File: src/rtl/pdm_pkg.sv
// pdm_pkg: shared constants, the CIC register-width helper and the PCM sample
// type for the PDM receive path. There are no ports.
`timescale 1ns/1ps
package pdm_pkg;

   localparam int PDM_CLK_DIV = 71;   // clk cycles per PDM bit clock period
   localparam int PDM_DECIM   = 32;   // PDM bits per PCM sample
   localparam int CIC_ORDER   = 3;    // integrator/comb pairs

   typedef logic signed [15:0] pcm_sample_t;

   // A CIC of order N, decimation R and differential delay 1 grows by
   // N*log2(R) bits. The base of 2 bits holds the +/-1 input, and its sign,
   // without overflow. An example is 17 bits at R=32.
   function automatic int cic_width(input int decim);
      return 2 + CIC_ORDER * $clog2(decim);
   endfunction

endpackage

File: src/rtl/pdm_clk_gen.sv
// pdm_clk_gen: bit-clock divider and input capture for the PDM receiver.
//   clk      in   system clock
//   rst      in   asynchronous active-low reset
//   enable   in   run; low holds the divider at 0 and pdm_clk low
//   pdm_data in   asynchronous PDM bit from the microphone
//   pdm_clk  out  registered PDM bit clock: high for div_cnt < CLK_DIV/2
//   cap_stb  out  one-cycle strobe: capture cap_bit now
//   cap_bit  out  synchronized PDM bit
`timescale 1ns/1ps
module pdm_clk_gen
   import pdm_pkg::*;
#(
   parameter int CLK_DIV = PDM_CLK_DIV,
   parameter bit EDGE    = 1'b0
) (
   input  logic clk,
   input  logic rst,
   input  logic enable,
   input  logic pdm_data,
   output logic pdm_clk,
   output logic cap_stb,
   output logic cap_bit
);

   localparam int CNT_W = $clog2(CLK_DIV);
   localparam logic [CNT_W-1:0] LAST_CNT = CNT_W'(CLK_DIV - 1);
   localparam logic [CNT_W-1:0] HALF_CNT = CNT_W'(CLK_DIV / 2);
   // Sample just before the edge on which the mic stops driving.
   // EDGE=0: the last count before pdm_clk rises.
   // EDGE=1: the last count before pdm_clk falls.
   localparam logic [CNT_W-1:0] CAP_CNT  = EDGE ? CNT_W'(CLK_DIV / 2 - 1) : LAST_CNT;

   logic [CNT_W-1:0] div_cnt_reg;
   logic [CNT_W-1:0] div_cnt_next;
   logic             pdm_clk_reg;
   logic [1:0]       sync_reg;

   always_comb begin
      div_cnt_next = '0;
      if (enable && (div_cnt_reg != LAST_CNT))
         div_cnt_next = div_cnt_reg + 1'b1;
   end

   always_ff @(posedge clk or negedge rst) begin
      if (!rst) begin
         div_cnt_reg <= '0;
         pdm_clk_reg <= 1'b0;
         sync_reg    <= '0;
      end else begin
         div_cnt_reg <= div_cnt_next;
         // pdm_clk is decoded from the next count, so the flop lines up
         // with div_cnt_reg. It carries no extra cycle of lag.
         pdm_clk_reg <= enable && (div_cnt_next < HALF_CNT);
         sync_reg    <= {sync_reg[0], pdm_data};
      end
   end

   assign pdm_clk = pdm_clk_reg;
   assign cap_stb = enable && (div_cnt_reg == CAP_CNT);
   assign cap_bit = sync_reg[1];

endmodule

File: src/rtl/pdm_cic_decimator.sv
// pdm_cic_decimator: PDM microphone receiver. A 3rd-order CIC decimates the
// 1-bit stream to signed 16-bit PCM at one sample per CLK_DIV*DECIM clk cycles.
//   clk          in   system clock
//   rst          in   asynchronous active-low reset
//   enable       in   run; low = idle, pipeline cleared
//   pdm_clk      out  PDM bit clock to the microphone
//   pdm_data     in   asynchronous PDM stream (1 = +1, 0 = -1)
//   sample_out   out  signed PCM sample, valid while sample_valid
//   sample_valid out  held until accepted
//   sample_ready in   consumer accepts when sample_valid && sample_ready
//   overrun      out  one-cycle pulse when an unaccepted sample is replaced
`timescale 1ns/1ps
module pdm_cic_decimator
   import pdm_pkg::*;
#(
   parameter int CLK_DIV = PDM_CLK_DIV,
   parameter int DECIM   = PDM_DECIM,
   parameter bit EDGE    = 1'b0
) (
   input  logic               clk,
   input  logic               rst,
   input  logic               enable,
   output logic               pdm_clk,
   input  logic               pdm_data,
   output logic signed [15:0] sample_out,
   output logic               sample_valid,
   input  logic               sample_ready,
   output logic               overrun
);

   localparam int W     = cic_width(DECIM);
   localparam int BIT_W = $clog2(DECIM);
   localparam logic [BIT_W-1:0] LAST_BIT = BIT_W'(DECIM - 1);
   localparam logic [1:0] WARM_FRAMES = 2'd3;

   typedef logic signed [W-1:0] acc_t;

   logic cap_stb;
   logic cap_bit;

   pdm_clk_gen #(
      .CLK_DIV (CLK_DIV),
      .EDGE    (EDGE)
   ) u_clk_gen (
      .clk      (clk),
      .rst      (rst),
      .enable   (enable),
      .pdm_data (pdm_data),
      .pdm_clk  (pdm_clk),
      .cap_stb  (cap_stb),
      .cap_bit  (cap_bit)
   );

   acc_t             integ_reg  [CIC_ORDER];
   acc_t             integ_next [CIC_ORDER];
   acc_t             dly_reg    [CIC_ORDER];
   acc_t             comb_in    [CIC_ORDER];
   acc_t             comb_out   [CIC_ORDER];
   acc_t             x_val;
   logic [BIT_W-1:0] bit_cnt_reg;
   logic             dec_stb_reg;
   logic [1:0]       warm_cnt_reg;
   pcm_sample_t      sample_reg;
   logic             valid_reg;
   logic             overrun_reg;
   pcm_sample_t      sat_val;
   logic             load;

   assign x_val = cap_bit ? acc_t'(1) : acc_t'(-1);

   // The integrator chain is combinational within one capture. Each
   // integrator sees the new value of the one before it, so that the
   // decimated output covers exactly the most recent bits, including the
   // last bit of the frame. The comb chain likewise differences against
   // the previous decimated value.
   always_comb begin
      integ_next[0] = integ_reg[0] + x_val;
      for (int i = 1; i < CIC_ORDER; i++)
         integ_next[i] = integ_reg[i] + integ_next[i-1];
      comb_in[0]  = integ_reg[CIC_ORDER-1];
      comb_out[0] = comb_in[0] - dly_reg[0];
      for (int i = 1; i < CIC_ORDER; i++) begin
         comb_in[i]  = comb_out[i-1];
         comb_out[i] = comb_in[i] - dly_reg[i];
      end
   end

   // The only out-of-range value is +DECIM^3 (all ones), which clips to +max.
   // Narrow filters (small DECIM) just sign-extend.
   generate
      if (W > 16) begin : g_sat
         localparam acc_t PCM_MAX = acc_t'(32767);
         localparam acc_t PCM_MIN = acc_t'(-32768);
         always_comb begin
            sat_val = comb_out[CIC_ORDER-1][15:0];
            if (comb_out[CIC_ORDER-1] > PCM_MAX)
               sat_val = 16'sh7FFF;
            else if (comb_out[CIC_ORDER-1] < PCM_MIN)
               sat_val = 16'sh8000;
         end
      end else begin : g_ext
         assign sat_val = pcm_sample_t'(comb_out[CIC_ORDER-1]);
      end
   endgenerate

   assign load = dec_stb_reg && (warm_cnt_reg == WARM_FRAMES);

   always_ff @(posedge clk or negedge rst) begin
      if (!rst) begin
         for (int i = 0; i < CIC_ORDER; i++) begin
            integ_reg[i] <= '0;
            dly_reg[i]   <= '0;
         end
         bit_cnt_reg  <= '0;
         dec_stb_reg  <= 1'b0;
         warm_cnt_reg <= '0;
         sample_reg   <= '0;
         valid_reg    <= 1'b0;
         overrun_reg  <= 1'b0;
      end else if (!enable) begin
         for (int i = 0; i < CIC_ORDER; i++) begin
            integ_reg[i] <= '0;
            dly_reg[i]   <= '0;
         end
         bit_cnt_reg  <= '0;
         dec_stb_reg  <= 1'b0;
         warm_cnt_reg <= '0;
         sample_reg   <= '0;
         valid_reg    <= 1'b0;
         overrun_reg  <= 1'b0;
      end else begin
         if (cap_stb) begin
            for (int i = 0; i < CIC_ORDER; i++)
               integ_reg[i] <= integ_next[i];
            bit_cnt_reg <= (bit_cnt_reg == LAST_BIT) ? '0 : bit_cnt_reg + 1'b1;
         end
         // The frame-end strobe lags the last capture by one cycle, so the
         // combs see integrators that already hold that last bit.
         dec_stb_reg <= cap_stb && (bit_cnt_reg == LAST_BIT);

         if (dec_stb_reg) begin
            for (int i = 0; i < CIC_ORDER; i++)
               dly_reg[i] <= comb_in[i];
            // The first frames are discarded while the comb delays fill.
            if (warm_cnt_reg != WARM_FRAMES)
               warm_cnt_reg <= warm_cnt_reg + 1'b1;
         end

         overrun_reg <= 1'b0;
         if (load) begin
            // A simultaneous accept consumes the old sample, so overrun is
            // only raised when the old sample goes unread.
            sample_reg  <= sat_val;
            valid_reg   <= 1'b1;
            overrun_reg <= valid_reg && !sample_ready;
         end else if (valid_reg && sample_ready) begin
            valid_reg <= 1'b0;
         end
      end
   end

   assign sample_out   = sample_reg;
   assign sample_valid = valid_reg;
   assign overrun      = overrun_reg;

endmodule

File: config.mk
export PLATFORM = sky130hd
export DESIGN_NAME = pdm_cic_decimator
export DESIGN_NICKNAME = d
export VERILOG_FILES = /design/src/rtl/pdm_pkg.sv /design/src/rtl/pdm_clk_gen.sv /design/src/rtl/pdm_cic_decimator.sv
export SDC_FILE = /design/constraint.sdc
export NUM_CORES = 1
export LEC_CHECK = 0
export CAP_MARGIN = 20
export CORE_MARGIN = 5
export CORE_UTILIZATION = 50
export CTS_BUF_LIST = sky130_fd_sc_hd__clkbuf_16
export CTS_CLUSTER_SIZE = 8
export DETAILED_ROUTE_END_ITERATION = 7
export GPL_ROUTABILITY_DRIVEN = 1
export PLACE_DENSITY = 0.75
export SETUP_SLACK_MARGIN = 0.1
export SLEW_MARGIN = 20
export SYNTH_ARGS = -nofsm -noshare
export SYNTH_HDL_FRONTEND = slang
export SYNTH_HIERARCHICAL = 1
export SYNTH_SLANG_ARGS = --single-unit
File: constraint.sdc
create_clock -name clk -period 13.5 [get_ports clk]
set_input_delay 1.35 -clock clk [delete_from_list [all_inputs] [get_ports clk]]
set_output_delay 1.35 -clock clk [all_outputs]
set_load 0.1 [all_outputs]
==> metrics.csv, run 1 <==
metric,value,unit
status,"complete, no violations",
Hold Crit Start,u_clk_gen/sync_reg[0],
multi-input logic area,6190,sq um
Avg Inst Size Synth,9.56,sq um
Worst-Skew Late Latency,0.42,ns
setup ws final,7.54,ns
# rows,52,
hold depth,0,
RSZ-0062 raised after global routing,false,
Worst-path clk slew,0.06,ns
first-pass GRT wire length,33.8,mm
Post-synth EDFFs,0,
Final TNS setup,0,ns
Syn Nets,1169,
cell internal pwr,724,uW
fin nets,1181,
sequential area share after synthesis,34.2,%
CP Capture Type,register,
"Slew Viols, Final",0,
relative max-transition margin,35.0,%
CP most frequent cell,a21oi_1,
DRC Markers,0,
CP Data Required Time,13.86,ns
Switching Share,23.5,%
library cells used by synthesis,67,
most frequent cells in the layout,"137 x dfrtp_1, 109 x nor2b_1, 100 x ha_1",
CP Max Fanout,15,
layout cells sized above 1,6.00,%
core area,20100,sq um
Post-DRT Antenna Nets,0,
worst min-delay path class,register to register,
"Primary FF master, synth",dfrtp_1,
crit path cell chain,inv_1 > ha_1 > nor2b_1 > o21ai_0 > a21boi_0 > o21ai_0 > a21oi_1 > a21o_1 > a21oi_1 > xnor2_1 > ha_1 > a21oi_1 > o21ai_0 > xor2_1 > ha_1 > a21oi_1 > o21ai_0 > o21a_1 > o21ai_1 > a21oi_1 > o211a_1 > xnor2_1 > and3_1 > a221o_2,
CTS Buf Count,17,
Hold Path End,u_clk_gen/sync_reg[1],
Comb power frac,5.2,%
Clock power frac,50.8,%
startpoint types,register,
Crit. path cell count,24,
fmax,168,MHz
reg2reg path depth,24,
worst slew pin tran,0.971,ns
PwrDens,84.8,nW/um^2
Worst R2R Setup Slack,7.54,ns
Vias,7325,
GRT Residual Overflow,0,
WP data arrival,6.32,ns
hpwl dp,13.5,mm
Psw,222,uW
initial antenna violation count,0,
maxcap violations,0,
synthesized flop and latch total,138,
CTS Buffer Depth,2,
Clock Skews,0.00870,ns
Post-Syn Area,10100,sq um
number of port buffers,23,
CP max-delay cell,and3_1,
Final min period,5.96,ns
area grow syn2layout,10.3,%
WL/cell,14.1,um
Largest register FFs,51,
gp weighted congestion,0.830,
Post-CTS Repair Setup Buffers,0,
Reg-to-Reg Start,dly_reg[35],
peak supply drop,0.0000771,V
post-cts sizing count,0,
Die Height,152,um
Detailed Route Iter0 Violations,428,
"commonest non-fill, non-tap cell in the layout",dfrtp_1,
CP peak stage delay,0.53,ns
I/O pin cnt,24,
synth warn,6,
Via density,5.41,
drt first pass iters,5,
Register Area,3450,sq um
Tcrit/Tclk final,44.2,%
Synth Instances,1058,
CTS root buffer,clkbuf_16,
Die ar.,23200,sq um
WL final,19.1,mm
Synth async-reset ratio,100,%
cts hold-fix bufs,0,
Setup-failing EPs final,0,
LEAKAGE,0.00500,uW
Initial Utilization,50.3,%
CP top delay family,compound AO/OA/AOI/OAI gates,
Reg power frac,44.0,%
WHS,0.365,ns
Setup WS pre-CTS,7.63,ns
CTS tree,built,
H-tree depth,4,
Bufs and invs on worst path,1,
fillcell total,1745,
Die Wd,152,um
n_diodes,0,
GRT Total Usage,16.9,%
Reg-to-Reg End,sample_out[0],
largest net degree at the start of global routing,90,
Fin. Hold Viols,0,
clock sink count,138,
Setup CP Type,register to register,
vias in the first global route,7251,
## how the worst max path moves through the flow
stage / end / startpoint
global route: sample_out[0] / dly_reg[35]
global placement: sample_out[2] / dly_reg[35]
CTS: sample_out[0] / dly_reg[35]
detailed placement: sample_out[0] / dly_reg[35]
floorplan: sample_out[10] / dly_reg[35]
finish: sample_out[0] / dly_reg[35]
## power by group through the flow
stage | combinational (uW) | sequential (uW) | clock [uW]
final | 49.4 | 416 | 480
after global routing | 56.2 | 416 | 508
after CTS | 50.5 | 416 | 490
after detailed placement | 50.2 | 424 | 0
after global placement | 49.4 | 424 | 0
after floorplan | 31.9 | 425 | 0
## per-layer routing
metal,GRT usage (%),part of all wire [%]
met5,0,0
met4,4.49,1.0
met3,2.93,2.6
met2,28.1,48
met1,23.1,49
## stage by stage
step	cell area (sq um)	utilization (%)	power, uW	cells
finish	11200	55.5	946	1353
global route	11200	55.5	980	1353
CTS	11200	55.5	957	1353
detailed placement	10500	52.5	474	1321
global placement	10500	52.5	473	1321
floorplan	10100	-	457	1058
## kinds of logic (layout without fill, tap and decap cells)
logic type,after synthesis,after routing,synth area share [%]
buffers and inverters,117,142,4.71
flip-flops,138,138,34.2
AO/OA/AOI/OAI,224,224,15.2
multiplexers,87,87,8.61
AND/OR/NAND/NOR,294,294,15.6
XOR/XNOR,92,92,8.19
adder cells (fa/ha/maj),106,106,13.6
## synthesized netlist by cell type (3+ instances only)
cell	count	share of area, %
dfrtp_1	138	34
nor2b_1	109	6.7
ha_1	100	12
mux2i_1	87	8.6
inv_1	83	3.1
xnor2_1	69	6.0
a21oi_1	64	3.2
nor2_1	58	2.2
nand2_1	46	1.7
o21ai_0	37	1.8
clkbuf_1	23	0.85
xor2_1	21	1.8
a21o_1	18	1.3
o21a_1	16	1.2
nand3_1	15	0.74
nor3_1	14	0.69
and3_1	12	0.74
a221o_1	11	1.1
nand2b_1	9	0.56
and2_1	8	0.50
a21boi_0	7	0.52
o211a_1	7	0.69
o21bai_1	7	0.52
a211oi_1	6	0.45
buf_1	6	0.22
fa_1	6	1.2
o211ai_1	6	0.45
o31ai_1	6	0.45
or3_1	6	0.37
nand4_1	5	0.31
a221o_2	4	0.45
a31o_2	4	0.35
a31oi_1	4	0.25
a2111oi_0	3	0.26
buf_6	3	0.33
o311a_1	3	0.30
## cell type report
class,instances,share of cell area [%]
repair buffers,27,2.30
flip-flops and latches,138,31.0
clock inverters,15,1.58
clock buffers,17,3.82
multi-input cells,803,55.5
well taps,270,3.03
inverters,83,2.79
No activity file was read; power rests on OpenSTA's default activity.
==> run 2, diff against run 1 <==
Clock period 13.5 ns to 6.2 ns, I/O delays scaled along.
==> metrics.csv, run 2 (same netlist as run 1, synthesis figures left out) <==
metric,value,unit,change
placed cell count,1322,,+0.076%
Post-CTS Repair Setup Buffers,0,,unchanged
Fin. Hold Viols,0,,unchanged
initial antenna violation count,0,,unchanged
Die Height,152,um,unchanged
CTS tree,built,,
WL/cell,14.2,um,+0.48%
post-cts sizing count,0,,unchanged
gp weighted congestion,0.834,,+0.52%
"commonest non-fill, non-tap cell in the layout",dfrtp_1,,
CTS Buffer Depth,2,,unchanged
"Slew Viols, Final",0,,unchanged
# rows,52,,unchanged
Initial Utilization,50.3,%,unchanged
Tcrit/Tclk final,90.5,%,+46 points
worst min-delay path class,primary input to asynchronous set/reset pin,,
H-tree depth,4,,unchanged
Worst-Skew Late Latency,0.43,ns,about the same
fillcell total,1744,,-0.057%
Post-DRT Antenna Nets,0,,unchanged
RSZ-0062 raised after global routing,false,,
Die Wd,152,um,unchanged
fmax,178,MHz,+6.3%
relative max-transition margin,35.4,%,+0.40 points
CTS Buf Count,17,,unchanged
Worst-path clk slew,0.06,ns,about the same
Die ar.,23200,sq um,unchanged
largest net degree at the start of global routing,93,,+3.3%
Clock Skews,0.0114,ns,+0.00270 ns
status,"complete, no violations",,
fin nets,1182,,+0.085%
startpoint types,register,,
CP Capture Type,register,,
GRT Residual Overflow,0,,unchanged
Via density,5.46,,+0.83%
cts hold-fix bufs,0,,unchanged
PwrDens,189,nW/um^2,+120%
hpwl dp,13.7,mm,+1.3%
setup ws final,0.590,ns,-6.95 ns
n_diodes,0,,unchanged
CP Data Required Time,6.51,ns,-7.35 ns
vias in the first global route,7131,,-1.7%
Setup-failing EPs final,0,,unchanged
maxcap violations,0,,unchanged
worst slew pin tran,0.965,ns,-0.00595 ns
WP data arrival,5.92,ns,-0.40 ns
Setup WS pre-CTS,0.533,ns,-7.10 ns
LEAKAGE,0.00502,uW,+0.37%
area grow syn2layout,10.7,%,
Final min period,5.61,ns,-0.353 ns
core area,20100,sq um,unchanged
DRC Markers,0,,unchanged
Detailed Route Iter0 Violations,365,,-15%
Largest register FFs,51,,unchanged
clock sink count,138,,unchanged
WL final,19.2,mm,+0.55%
number of port buffers,23,,unchanged
CP Max Fanout,15,,unchanged
Final TNS setup,0,ns,unchanged
Setup CP Type,register to register,,
GRT Total Usage,16.8,%,-0.18 points
peak supply drop,0.000157,V,+100%
drt first pass iters,5,,unchanged
most frequent cells in the layout,"137 x dfrtp_1, 109 x nor2b_1, 100 x ha_1",,
CTS root buffer,clkbuf_16,,
first-pass GRT wire length,33.4,mm,-1.1%
layout cells sized above 1,6.00,%,about the same
Worst R2R Setup Slack,0.59,ns,-6.95 ns
Vias,7391,,+0.90%
I/O pin cnt,24,,unchanged
post-route insts no fill,1354,,+0.074%
[run 2: worst max-delay path, cell delays in order (launching register included)]
cell	delay [ns]
dfrtp_1	0.39
inv_1	0.06
ha_1	0.27
nor2b_1	0.12
o21ai_0	0.09
a21boi_0	0.27
o21ai_1	0.16
a2111oi_0	0.58
nor3_1	0.13
xnor2_1	0.21
ha_1	0.32
a21o_1	0.21
a31oi_1	0.14
nand2_1	0.13
a21o_1	0.20
a21oi_1	0.17
xnor2_1	0.18
ha_1	0.33
nor4_1	0.27
a21oi_1	0.08
o311a_1	0.12
o211a_1	0.14
xnor2_1	0.16
o21a_2	0.33
a221o_2	0.41
[run 2: path summary, 6_finish.rpt]
check,from,depth (start not counted),end
hold reg to reg,u_clk_gen/sync_reg[0],0,u_clk_gen/sync_reg[1]
max in group asynchronous,rst,2,dly_reg[21]
min in group clk,u_clk_gen/sync_reg[0],0,u_clk_gen/sync_reg[1]
setup / recovery,dly_reg[35],24,sample_out[0]
hold / removal,rst,1,u_clk_gen/div_cnt_reg[2]
setup reg to reg,dly_reg[35],24,sample_out[0]
[run 2: per-layer routing]
metal  track usage, %  part of all wire, %
met1             22.8                   49
met2             27.6                   47
met3             2.98                  2.6
met4             4.79                  1.4
met5                0                    0
[run 2: per-stage QoR]
stage / hold slack (ns) / total power (uW) / utilization, % / cell area, sq um
5_1_grt: 0.364 / 2180 / 55.7 / 11200
4_1_cts: 0.317 / 2130 / 55.7 / 11200
2_1_floorplan: 0.324 / 994 / - / 10100
3_5_place_dp: 0.344 / 1030 / 52.5 / 10600
3_3_place_gp: 0.332 / 1030 / 52.5 / 10600
6_report: 0.282 / 2110 / 55.7 / 11200
[run 2: report_power, final]
group | total [uW] | switching, uW | internal, uW
logic | 108 | 68.4 | 39.4
clock network | 1100 | 391 | 706
registers | 907 | 3.28 | 903
[run 2: area by class of cell]
type                    count  area (sq um)  share of cell area [%]
multi-input cells         803          6190                    55.3
flip-flops and latches    138          3450                    30.9
clock buffers              17           425                    3.80
well taps                 270           338                    3.02
inverters                  83           312                    2.78
repair buffers             28           264                    2.36
clock inverters            15           208                    1.86
==> run 3, diff against run 2 <==
Settings changed: SLEW_MARGIN 20 to 10.
==> results of run 3 <==
Same layout as run 2: the final DEF is identical, and so are final timing and power.
